===== src/rtl/idli_pkg.sv =====
// Shared types for the idli core: slice counter, memory-port owner and
// memory-arbiter state encodings.
package idli_pkg;

   localparam int unsigned CTR_W  = 2;
   localparam int unsigned WCNT_W = 3;

   // Slice index within the current 4-cycle word.
   typedef logic [CTR_W-1:0] ctr_t;

   // Which requester currently owns the SQI memory port.
   typedef enum logic [1:0] {
      OWN_NONE = 2'd0,
      OWN_F    = 2'd1,
      OWN_D    = 2'd2
   } owner_t;

   // Memory arbiter sequencing state.
   typedef enum logic [2:0] {
      IDLE    = 3'd0,
      F_SETUP = 3'd1,
      F_DATA  = 3'd2,
      D_SETUP = 3'd3,
      D_DATA  = 3'd4
   } arb_state_t;

   // Owner is a pure decode of the arbiter state.
   function automatic owner_t owner_of(arb_state_t s);
      owner_t o;
      o = OWN_NONE;
      if ((s == F_SETUP) || (s == F_DATA)) o = OWN_F;
      if ((s == D_SETUP) || (s == D_DATA)) o = OWN_D;
      return o;
   endfunction

endpackage


===== src/rtl/idli_mem_arb_m.sv =====
// idli_mem_arb_m: owns the 2-bit slice counter and arbitrates the shared SQI
// memory port between instruction fetch (F) and EX load/store (D).
// All decisions are taken at word boundaries (ctr==3) and become visible at
// the following ctr==0.
// Ports:
//   i_marb_gck       core clock
//   i_marb_rst       synchronous active-high reset
//   o_marb_ctr       slice counter
//   i_marb_f_req     fetch wants instruction words (level)
//   i_marb_redirect  pulse: fetch stream is stale
//   i_marb_d_req     data access pending (held until d_done)
//   i_marb_d_wr      1 = store, 0 = load
//   o_marb_owner     current port owner (owner_t)
//   o_marb_setup     current word is a cmd/addr/dummy word
//   o_marb_start     pulse at ctr==0 of a new SQI transaction
//   o_marb_wr        latched d_wr while D owns the port
//   o_marb_f_vld     pulse at ctr==3: valid fetch data word completed
//   o_marb_d_done    pulse at ctr==3: D data word completed
module idli_mem_arb_m
   import idli_pkg::*;
#(
   parameter int unsigned P_SETUP_WORDS = 2,
   parameter int unsigned P_F_MIN_WORDS = 2
) (
   input  logic       i_marb_gck,
   input  logic       i_marb_rst,
   output logic [1:0] o_marb_ctr,
   input  logic       i_marb_f_req,
   input  logic       i_marb_redirect,
   input  logic       i_marb_d_req,
   input  logic       i_marb_d_wr,
   output logic [1:0] o_marb_owner,
   output logic       o_marb_setup,
   output logic       o_marb_start,
   output logic       o_marb_wr,
   output logic       o_marb_f_vld,
   output logic       o_marb_d_done
);

   localparam logic [WCNT_W-1:0] LAST_SETUP = WCNT_W'(P_SETUP_WORDS - 1);
   localparam logic [WCNT_W-1:0] F_MIN      = WCNT_W'(P_F_MIN_WORDS);
   localparam logic [WCNT_W-1:0] F_CNT_MAX  = '1;

   ctr_t              ctr_q,    ctr_d;
   arb_state_t        state_q,  state_d;
   logic [WCNT_W-1:0] wcnt_q,   wcnt_d;
   logic [WCNT_W-1:0] f_cnt_q,  f_cnt_d;
   logic              pend_q,   pend_d;
   owner_t            owner_q,  owner_d;
   logic              setup_q,  setup_d;
   logic              wr_q,     wr_d;
   logic              start_q,  start_d;
   logic              d_done_q, d_done_d;

   logic boundary;
   logic redir_eff;
   logic last_setup;
   logic enter_f;
   logic enter_d;

   assign boundary   = (ctr_q == 2'd3);
   // A redirect arriving on the boundary cycle itself counts for that boundary.
   assign redir_eff  = pend_q | i_marb_redirect;
   assign last_setup = (wcnt_q == LAST_SETUP);

   // State register and registered outputs.
   always_ff @(posedge i_marb_gck) begin
      if (i_marb_rst) begin
         ctr_q    <= '0;
         state_q  <= IDLE;
         wcnt_q   <= '0;
         f_cnt_q  <= '0;
         pend_q   <= 1'b0;
         owner_q  <= OWN_NONE;
         setup_q  <= 1'b0;
         wr_q     <= 1'b0;
         start_q  <= 1'b0;
         d_done_q <= 1'b0;
      end else begin
         ctr_q    <= ctr_d;
         state_q  <= state_d;
         wcnt_q   <= wcnt_d;
         f_cnt_q  <= f_cnt_d;
         pend_q   <= pend_d;
         owner_q  <= owner_d;
         setup_q  <= setup_d;
         wr_q     <= wr_d;
         start_q  <= start_d;
         d_done_q <= d_done_d;
      end
   end

   // Next-state and next-output logic; state only moves on word boundaries.
   always_comb begin
      ctr_d    = ctr_q + 2'd1;
      state_d  = state_q;
      wcnt_d   = wcnt_q;
      f_cnt_d  = f_cnt_q;
      enter_f  = 1'b0;
      enter_d  = 1'b0;

      if (boundary) begin
         case (state_q)
            IDLE: begin
               if (i_marb_d_req)      enter_d = 1'b1;
               else if (i_marb_f_req) enter_f = 1'b1;
            end
            F_SETUP: begin
               if (!i_marb_f_req)     state_d = IDLE;
               else if (last_setup) begin
                  if (redir_eff)      enter_f = 1'b1;
                  else                state_d = F_DATA;
               end else               wcnt_d  = wcnt_q + 3'd1;
            end
            F_DATA: begin
               if (!i_marb_f_req) begin
                  if (i_marb_d_req)   enter_d = 1'b1;
                  else                state_d = IDLE;
               end else if (redir_eff) enter_f = 1'b1;
               else if (i_marb_d_req && (f_cnt_q >= F_MIN)) enter_d = 1'b1;
               else if (f_cnt_q != F_CNT_MAX) f_cnt_d = f_cnt_q + 3'd1;
            end
            D_SETUP: begin
               if (last_setup)        state_d = D_DATA;
               else                   wcnt_d  = wcnt_q + 3'd1;
            end
            D_DATA: begin
               // F goes before a back-to-back D.
               if (i_marb_f_req)      enter_f = 1'b1;
               else if (i_marb_d_req) enter_d = 1'b1;
               else                   state_d = IDLE;
            end
            default:                  state_d = IDLE;
         endcase
      end

      // Transaction entry (including restarts) resets the word counters.
      if (enter_f) begin
         state_d = F_SETUP;
         wcnt_d  = '0;
         f_cnt_d = '0;
      end
      if (enter_d) begin
         state_d = D_SETUP;
         wcnt_d  = '0;
      end

      // Sticky redirect; a redirect in the entry cycle itself survives the clear.
      pend_d   = i_marb_redirect | (pend_q & ~enter_f);

      owner_d  = owner_of(state_d);
      setup_d  = (state_d == F_SETUP) || (state_d == D_SETUP);
      start_d  = enter_f | enter_d;
      d_done_d = (ctr_q == 2'd2) && (state_q == D_DATA);

      wr_d = 1'b0;
      if (enter_d)                                      wr_d = i_marb_d_wr;
      else if ((state_d == D_SETUP) || (state_d == D_DATA)) wr_d = wr_q;
   end

   assign o_marb_ctr    = ctr_q;
   assign o_marb_owner  = owner_q;
   assign o_marb_setup  = setup_q;
   assign o_marb_start  = start_q;
   assign o_marb_wr     = wr_q;
   assign o_marb_d_done = d_done_q;

   // Combinational: a redirect on the completing cycle must suppress the stale word.
   assign o_marb_f_vld  = boundary && (state_q == F_DATA) && !pend_q && !i_marb_redirect;

endmodule


===== config.mk =====
export PLATFORM = sky130hd
export DESIGN_NAME = idli_mem_arb_m
export DESIGN_NICKNAME = d
export VERILOG_FILES = /design/src/rtl/idli_pkg.sv /design/src/rtl/idli_mem_arb_m.sv
export SDC_FILE = /design/constraint.sdc
export NUM_CORES = 1
export LEC_CHECK = 0
export BUFFER_PORTS_ARGS = -buffer_cell sky130_fd_sc_hd__buf_2
export CORE_UTILIZATION = 54
export DETAILED_ROUTE_END_ITERATION = 6
export PLACE_DENSITY = 0.88
export SLEW_MARGIN = 0
export SYNTH_ARGS = -nofsm -noshare
export SYNTH_HDL_FRONTEND = slang
export SYNTH_SLANG_ARGS = --single-unit
export TNS_END_PERCENT = 20

===== constraint.sdc =====
create_clock -name i_marb_gck -period 2.12 [get_ports i_marb_gck]
set_clock_uncertainty 0.1 [all_clocks]
set_input_delay 0.318 -clock i_marb_gck [delete_from_list [all_inputs] [get_ports i_marb_gck]]
set_output_delay 0.318 -clock i_marb_gck [all_outputs]
set_load 0.01 [all_outputs]

==> results of run 1 <==
-- Yosys cell counts (all sizes together) --
master and n:
nor3 4, nor2 22, a311oi 1, or4b 1, or3 2, nor2b 4
o2111ai 1, nand2b 5, and2 1, nand3b 1, a32o 1, nor4 1
o41ai 1, clkbuf 1, o22a 1, nand3 1, o21ai 4, nand4 1
inv 3, a22oi 2, mux2i 1, o32ai 1, dfxtp 18, o31ai 2
o22ai 1, xor2 2, ha 7, o31a 1, nand4bb 1, or3b 1
buf 4, o2111a 1, xnor2 2, nand2 4, a21oi 8, a32oi 1
-- stage by stage --
stage | total power, W | instance area [um2] | utilization (%) | instances | hold WS [ps]
2_1_floorplan | 0.0004341 | 1011 | - | 113 | 335.4
3_3_place_gp | 0.0004605 | 1112 | 63.73 | 151 | 338.1
3_5_place_dp | 0.0004633 | 1112 | 63.73 | 151 | 348.8
4_1_cts | 0.0006259 | 1136 | 65.09 | 154 | 169.9
5_1_grt | 0.0006484 | 1136 | 65.09 | 154 | 183.4
6_report | 0.0006202 | 1136 | 65.09 | 154 | 169.8
-- cell families (layout without fill, tap and decap cells) --
group           after synthesis  in the layout  synth area share (%)
fa+ha+maj                     7              7                 8.663
xor+xnor                      4              4                 3.466
buf+inv                       8             24                 4.083
mux                           1              1                0.9901
flops                        18             18                 35.64
compound gates               26             26                 20.67
simple gates                 49             49                 26.49
-- flip-flops by register name, indices dropped and copies added, names as in the netlist --
signal	cells
o_marb_owner	2
o_marb_ctr	2
pend_q	1
o_marb_d_done	1
f_cnt_q	3
o_marb_setup	1
state_q	3
o_marb_wr	1
o_marb_start	1
wcnt_q	3
-- per-layer routing --
| layer | part of all wire, % | wire (um) | track usage [%] | vias to the layer above |
|---|---|---|---|---|
| li1 | - | - | - | 436 |
| met1 | 49 | 946 | 29.28 | 401 |
| met2 | 45 | 868 | 32.75 | 23 |
| met3 | 4.0 | 77 | 2.000 | 4 |
| met4 | 2.5 | 49 | 16.36 | 0 |
| met5 | 0 | 0 | 0 | - |
-- critical path, stage by stage (launching register included) --
cell and delay, ps:
dfxtp_1 420, or3b_4 450, nor3_2 200, and2_1 150
buf_2 120
-- path summary, 6_finish.rpt --
kind | slack [ps] | endpoint | cells after the start
worst max register to register | 180 | o_marb_owner[1] | 6
worst min-delay path | 170 | o_marb_wr | 3
worst min register to register | 360 | o_marb_ctr[0] | 1
worst max-delay path | 80 | o_marb_f_vld | 4
-- repair_timing --
item                                    CTS  global route
hold buffers                              0             0
gates resized for setup                   1             0
endpoints found under the setup margin    1             0
setup buffers                             0             0
-- cell usage in the layout, fill, tap and decap left out, drive strengths merged, types with 2 or more instances in the layout --
| cell type | netlist | routed |
|---|---|---|
| nand2b | 5 | 5 |
| or3 | 2 | 2 |
| a22oi | 2 | 2 |
| nor3 | 4 | 4 |
| nor2b | 4 | 4 |
| ha | 7 | 7 |
| xnor2 | 2 | 2 |
| inv | 3 | 3 |
| o31ai | 2 | 2 |
| buf | 4 | 18 |
| o21ai | 4 | 4 |
| dfxtp | 18 | 18 |
| nor2 | 22 | 22 |
| xor2 | 2 | 2 |
| a21oi | 8 | 8 |
| nand2 | 4 | 4 |
| clkbuf | 1 | 3 |
-- final cells by class --
| type | instances | area [um2] | area share (%) |
|---|---|---|---|
| clock buffer | 3 | 22.52 | 1.982 |
| inverter | 3 | 11.26 | 0.9912 |
| multi-input combinational | 87 | 609.3 | 53.63 |
| sequential | 18 | 361.6 | 31.83 |
| tap | 25 | 31.28 | 2.753 |
| timing repair buffer | 18 | 100.1 | 8.811 |
-- where the power goes --
group	switching, W	total [W]	internal (W)
combinational	0.0000549	0.0000943	0.0000394
clock	0.0000975	0.000164	0.0000660
sequential	0.0000119	0.000362	0.000350
total	0.000164	0.000620	0.000456
==> out/qor.txt, run 1 <==
Status: completed
Tmin final: 2045 ps
Hold path startpoint: i_marb_d_wr
Least-Margin Pin Slew: 392.2 ps
Post-synthesis register bit count: 18
Crit path DAT: 1630 ps
Wire per inst: 12.61 um
Reg clk slew, reported paths: 90 ps
Vias per std cell: 5.610
Post-synth top area share: 35.64%
Post-route setup slack: 75.03 ps
Die W: 45.27 um
Fraction of layout cells with a size suffix above 1: 24.03%
Detailed-route DRC error count: 0
Kind of critical path: reg -> out
Reported leakage power: 0.4781 nW
Clk sinks: 18
Post-DP HPWL: 1.502 mm
Total grt overflow: 0
Max_cap viols: 0
Fin. Hold Viols: 0
Die height: 45.27 um
Final setup violation count: 0
DR iter-0 viols: 23
Synth area leaders: dfxtp_1 (36%), ha_1 (8.7%), nor2_1 (7.8%)
Vias: 864
Setup TNS: 0 ps
IO Pins: 15
Crit-path max FO: 11
Reg2reg start: state_q[1]
Clk buf depth: 2
CP Launch Point: state_q[2]
Root buf cell: clkbuf_4
Fillcell total: 143
Initial antenna violation count: 0
GP Congestion: 0.9118
Syn_area_per_cell: 8.947 um2
Cells after Synth: 113
H-tree depth: 1
Share of the yosys chip area belonging to registers: 35.64%
RSZ-0062 raised after global routing: false
CP endpoint kind: output pin
Pins Over Slew Limit: 0
Hold Crit Class: in -> reg
Final layout net count: 144
First-pass GRT wire length: 3.236 mm
Clock insertion delay at the later pin of the skew report: 290 ps
CTS tree: built
CTS Buf Count: 3
Initial core utilization: 57.92%
Buffers on Ports: 14
Slew HR: 73.58%
Vias in the first global route: 776
DR pass1 iterations: 4
Area of the die: 2049 um2
Row count: 15
Peak supply drop: 0.3979 mV
Total wire length: 1.942 mm
PD cells: 545.9 nW/um2
Syn-to-layout area delta: 12.38%
Diode count: 0
CP Launch Type: register
Worst EP required: 1700 ps
Antenna-violating nets left: 0
Max Clk Rate: 489.0 MHz
Dpl ws: 128.1 ps
Synthesized cell area: 1011 um2
Period Utilization, post-route: 96.46%
Pin count of the biggest net entering global routing: 15
Netlist cell types: 42
Core Box Area: 1745 um2
Largest area contributor in the netlist: dfxtp_1
Total of warnings raised by yosys: 0
Tot GR Track Use: 21.95%
Syn nets: 126
Power figures use the tool's default switching activity.
==> run 2, diff against run 1 <==
==> constraint.sdc (replaced) <==
create_clock -name i_marb_gck -period 2.24 [get_ports i_marb_gck]
set_clock_uncertainty 0.1 [all_clocks]
set_input_delay 0.224 -clock i_marb_gck [delete_from_list [all_inputs] [get_ports i_marb_gck]]
set_output_delay 0.224 -clock i_marb_gck [all_outputs]
set_load 0.01 [all_outputs]
==> out/qor.txt, run 2 (synthesized netlist as in run 1, its figures left out) <==
Largest regs: f_cnt_q: 3 flops, state_q: 3 flops, wcnt_q: 3 flops (unchanged)
Core Box Area: 1745 um2 (unchanged)
Hold WS: 60.25 ps (was 169.8 ps)
Final setup violation count: 0 (unchanged)
Fin. Hold Viols: 0 (unchanged)
Fraction of layout cells with a size suffix above 1: 23.44% (was 24.03%)
M1 wire length: 917 um (was 946 um)
CP top delay family: simple AND/OR/NAND/NOR gates (unchanged)
H-tree depth: 1 (unchanged)
Wire per inst: 13.87 um (was 12.61 um)
Die W: 45.27 um (unchanged)
Buffers on Ports: 14 (unchanged)
Kind of critical path: reg -> out (unchanged)
CP Launch Type: register (unchanged)
Max_cap viols: 0 (unchanged)
RSZ-0062 raised after global routing: false (unchanged)
Fillcell total: 143 (unchanged)
Clock insertion delay at the later pin of the skew report: 300 ps (was 290 ps)
Initial core utilization: 57.92% (unchanged)
Vias per std cell: 5.686 (was 5.610)
Reported leakage power: 0.4744 nW (was 0.4781 nW)
Hold Crit Class: in -> reg (unchanged)
Clk pwr share: 31.4% (was 26.4%)
Max incr delay on CP: 470 ps (was 450 ps)
Logic gate share of total power: 14.0% (was 15.2%)
Post-DP HPWL: 1.500 mm (was 1.502 mm)
Sequential share of power: 54.6% (was 58.4%)
CP endpoint kind: output pin (unchanged)
CTS tree: built (unchanged)
Cell Chain, Critical Path: or3b_4 -> nor3_2 -> and2_1 -> buf_2 (unchanged)
Worst EP required: 1920 ps (was 1700 ps)
Least-Margin Pin Slew: 338.4 ps (was 392.2 ps)
P_sw: 0.0001635 W (was 0.0001643 W)
Initial antenna violation count: 0 (unchanged)
WL met3: 102 um (was 77 um)
DR iter-0 viols: 17 (was 23)
Top routing layer in use: met4 (unchanged)
Clk sinks: 18 (unchanged)
DR pass1 iterations: 4 (unchanged)
CP bufs+invs: 1 (unchanged)
Slew HR: 77.20% (was 73.58%)
Status: completed (unchanged)
Pin count of the biggest net entering global routing: 15 (unchanged)
First-pass GRT wire length: 3.429 mm (was 3.236 mm)
Total wire length: 2.122 mm (was 1.942 mm)
Syn-to-layout area delta: 12.25% (was 12.38%)
Most common cell after layout, fill and taps aside: nor2_1 (unchanged)
Crit path DAT: 1750 ps (was 1630 ps)
Setup Fix Bufs, Post-CTS: 0 (unchanged)
Setup TNS: 0 ps (unchanged)
Pint: 0.0004673 W (was 0.0004559 W)
Period Utilization, post-route: 92.80%
Most frequent cells in the layout: nor2_1 (21), dfxtp_1 (17), buf_2 (14), a21oi_1 (7), ha_1 (7) (unchanged)
Antenna-violating nets left: 0 (unchanged)
Slowest CP cell: dfxtp_2 (was or3b_4)
Peak supply drop: 0.4017 mV (was 0.3979 mV)
Final layout net count: 142 (was 144)
Die height: 45.27 um (unchanged)
Vias: 870 (was 864)
GP Congestion: 0.8258 (was 0.9118)
Switch share: 25.92% (was 26.49%)
CTS Buf Count: 3 (unchanged)
Total grt overflow: 0 (unchanged)
Tot GR Track Use: 23.35% (was 21.95%)
Detailed-route DRC error count: 0 (unchanged)
Row count: 15 (unchanged)
IO Pins: 15 (unchanged)
Tmin final: 2079 ps
Metal2 WL: 1.028 mm (was 868 um)
PD cells: 555.9 nW/um2 (was 545.9 nW/um2)
Diode count: 0 (unchanged)
Crit-path max FO: 14 (was 11)
Reg clk slew, reported paths: 100 ps (was 90 ps)
Clk buf depth: 2 (unchanged)
Vias in the first global route: 838 (was 776)
Max Clk Rate: 481.0 MHz
Pins Over Slew Limit: 0 (unchanged)
Root buf cell: clkbuf_4 (unchanged)
Area of the die: 2049 um2 (unchanged)
==> run 2: cell count changes in the layout (fill, tap and decap cells not counted) <==
cell	delta
buf_4	-2
clkbuf_8	+1
==> run 2: metrics by stage <==
| step | std cells | worst slack (ps) | total power (W) | area [um2] | utilization [%] |
|---|---|---|---|---|---|
| after CTS | 153 | 25.69 | 0.0006378 | 1134 | 64.95 |
| after global routing | 153 | 43.98 | 0.0006595 | 1135 | 65.02 |
| after detailed placement | 149 | 172.0 | 0.0004377 | 1097 | 62.87 |
| after floorplan | 113 | 441.7 | 0.0004108 | 1011 | - |
| after global placement | 149 | 232.4 | 0.0004351 | 1097 | 62.87 |
| final | 153 | 161.2 | 0.0006308 | 1135 | 65.02 |
==> run 2: worst min-delay path: cells and delay by family <==
kind,cells,cell delay [ps]
simple gates,1,80
compound gates,1,50
buf+inv,1,80
==> run 2: metal layers <==
metal  GRT usage [%]  up-vias
li1                -      435
met1           27.72      394
met2           36.81       31
met3           4.400       10
met4           18.18        0
met5               0        -
==> run 2: final timing paths <==
check             slack [ps]  depth (start not counted)               to          start
hold / removal            60                          3        o_marb_wr    i_marb_d_wr
hold reg to reg          370                          1    o_marb_ctr[0]  o_marb_ctr[0]
setup / recovery         160                          4     o_marb_f_vld     state_q[1]
setup reg to reg         230                          6  o_marb_owner[1]     state_q[1]
==> run 2: what timing repair did <==
action                                  in CTS  in global routing
gates resized for setup                      0                  1
hold buffers                                 0                  0
endpoints found under the setup margin       0                  6
==> run 2: power by group through the flow <==
| stage | Sequential, W | Clock (W) | Combinational (W) |
|---|---|---|---|
| after floorplan | 0.000349 | 0 | 0.0000618 |
| after global placement | 0.000350 | 0 | 0.0000847 |
| after detailed placement | 0.000351 | 0 | 0.0000866 |
| after CTS | 0.000344 | 0.000205 | 0.0000885 |
| after global routing | 0.000347 | 0.000216 | 0.0000970 |
| final | 0.000344 | 0.000198 | 0.0000886 |
==> run 2: cell type report <==
class / count / area, um2 / share of cell area [%]
timing repair buffer: 16 / 85.08 / 7.497
inverter: 3 / 11.26 / 0.9923
clock buffer: 4 / 36.28 / 3.197
sequential: 18 / 361.6 / 31.86
tap: 25 / 31.28 / 2.756
multi-input combinational: 87 / 609.3 / 53.69
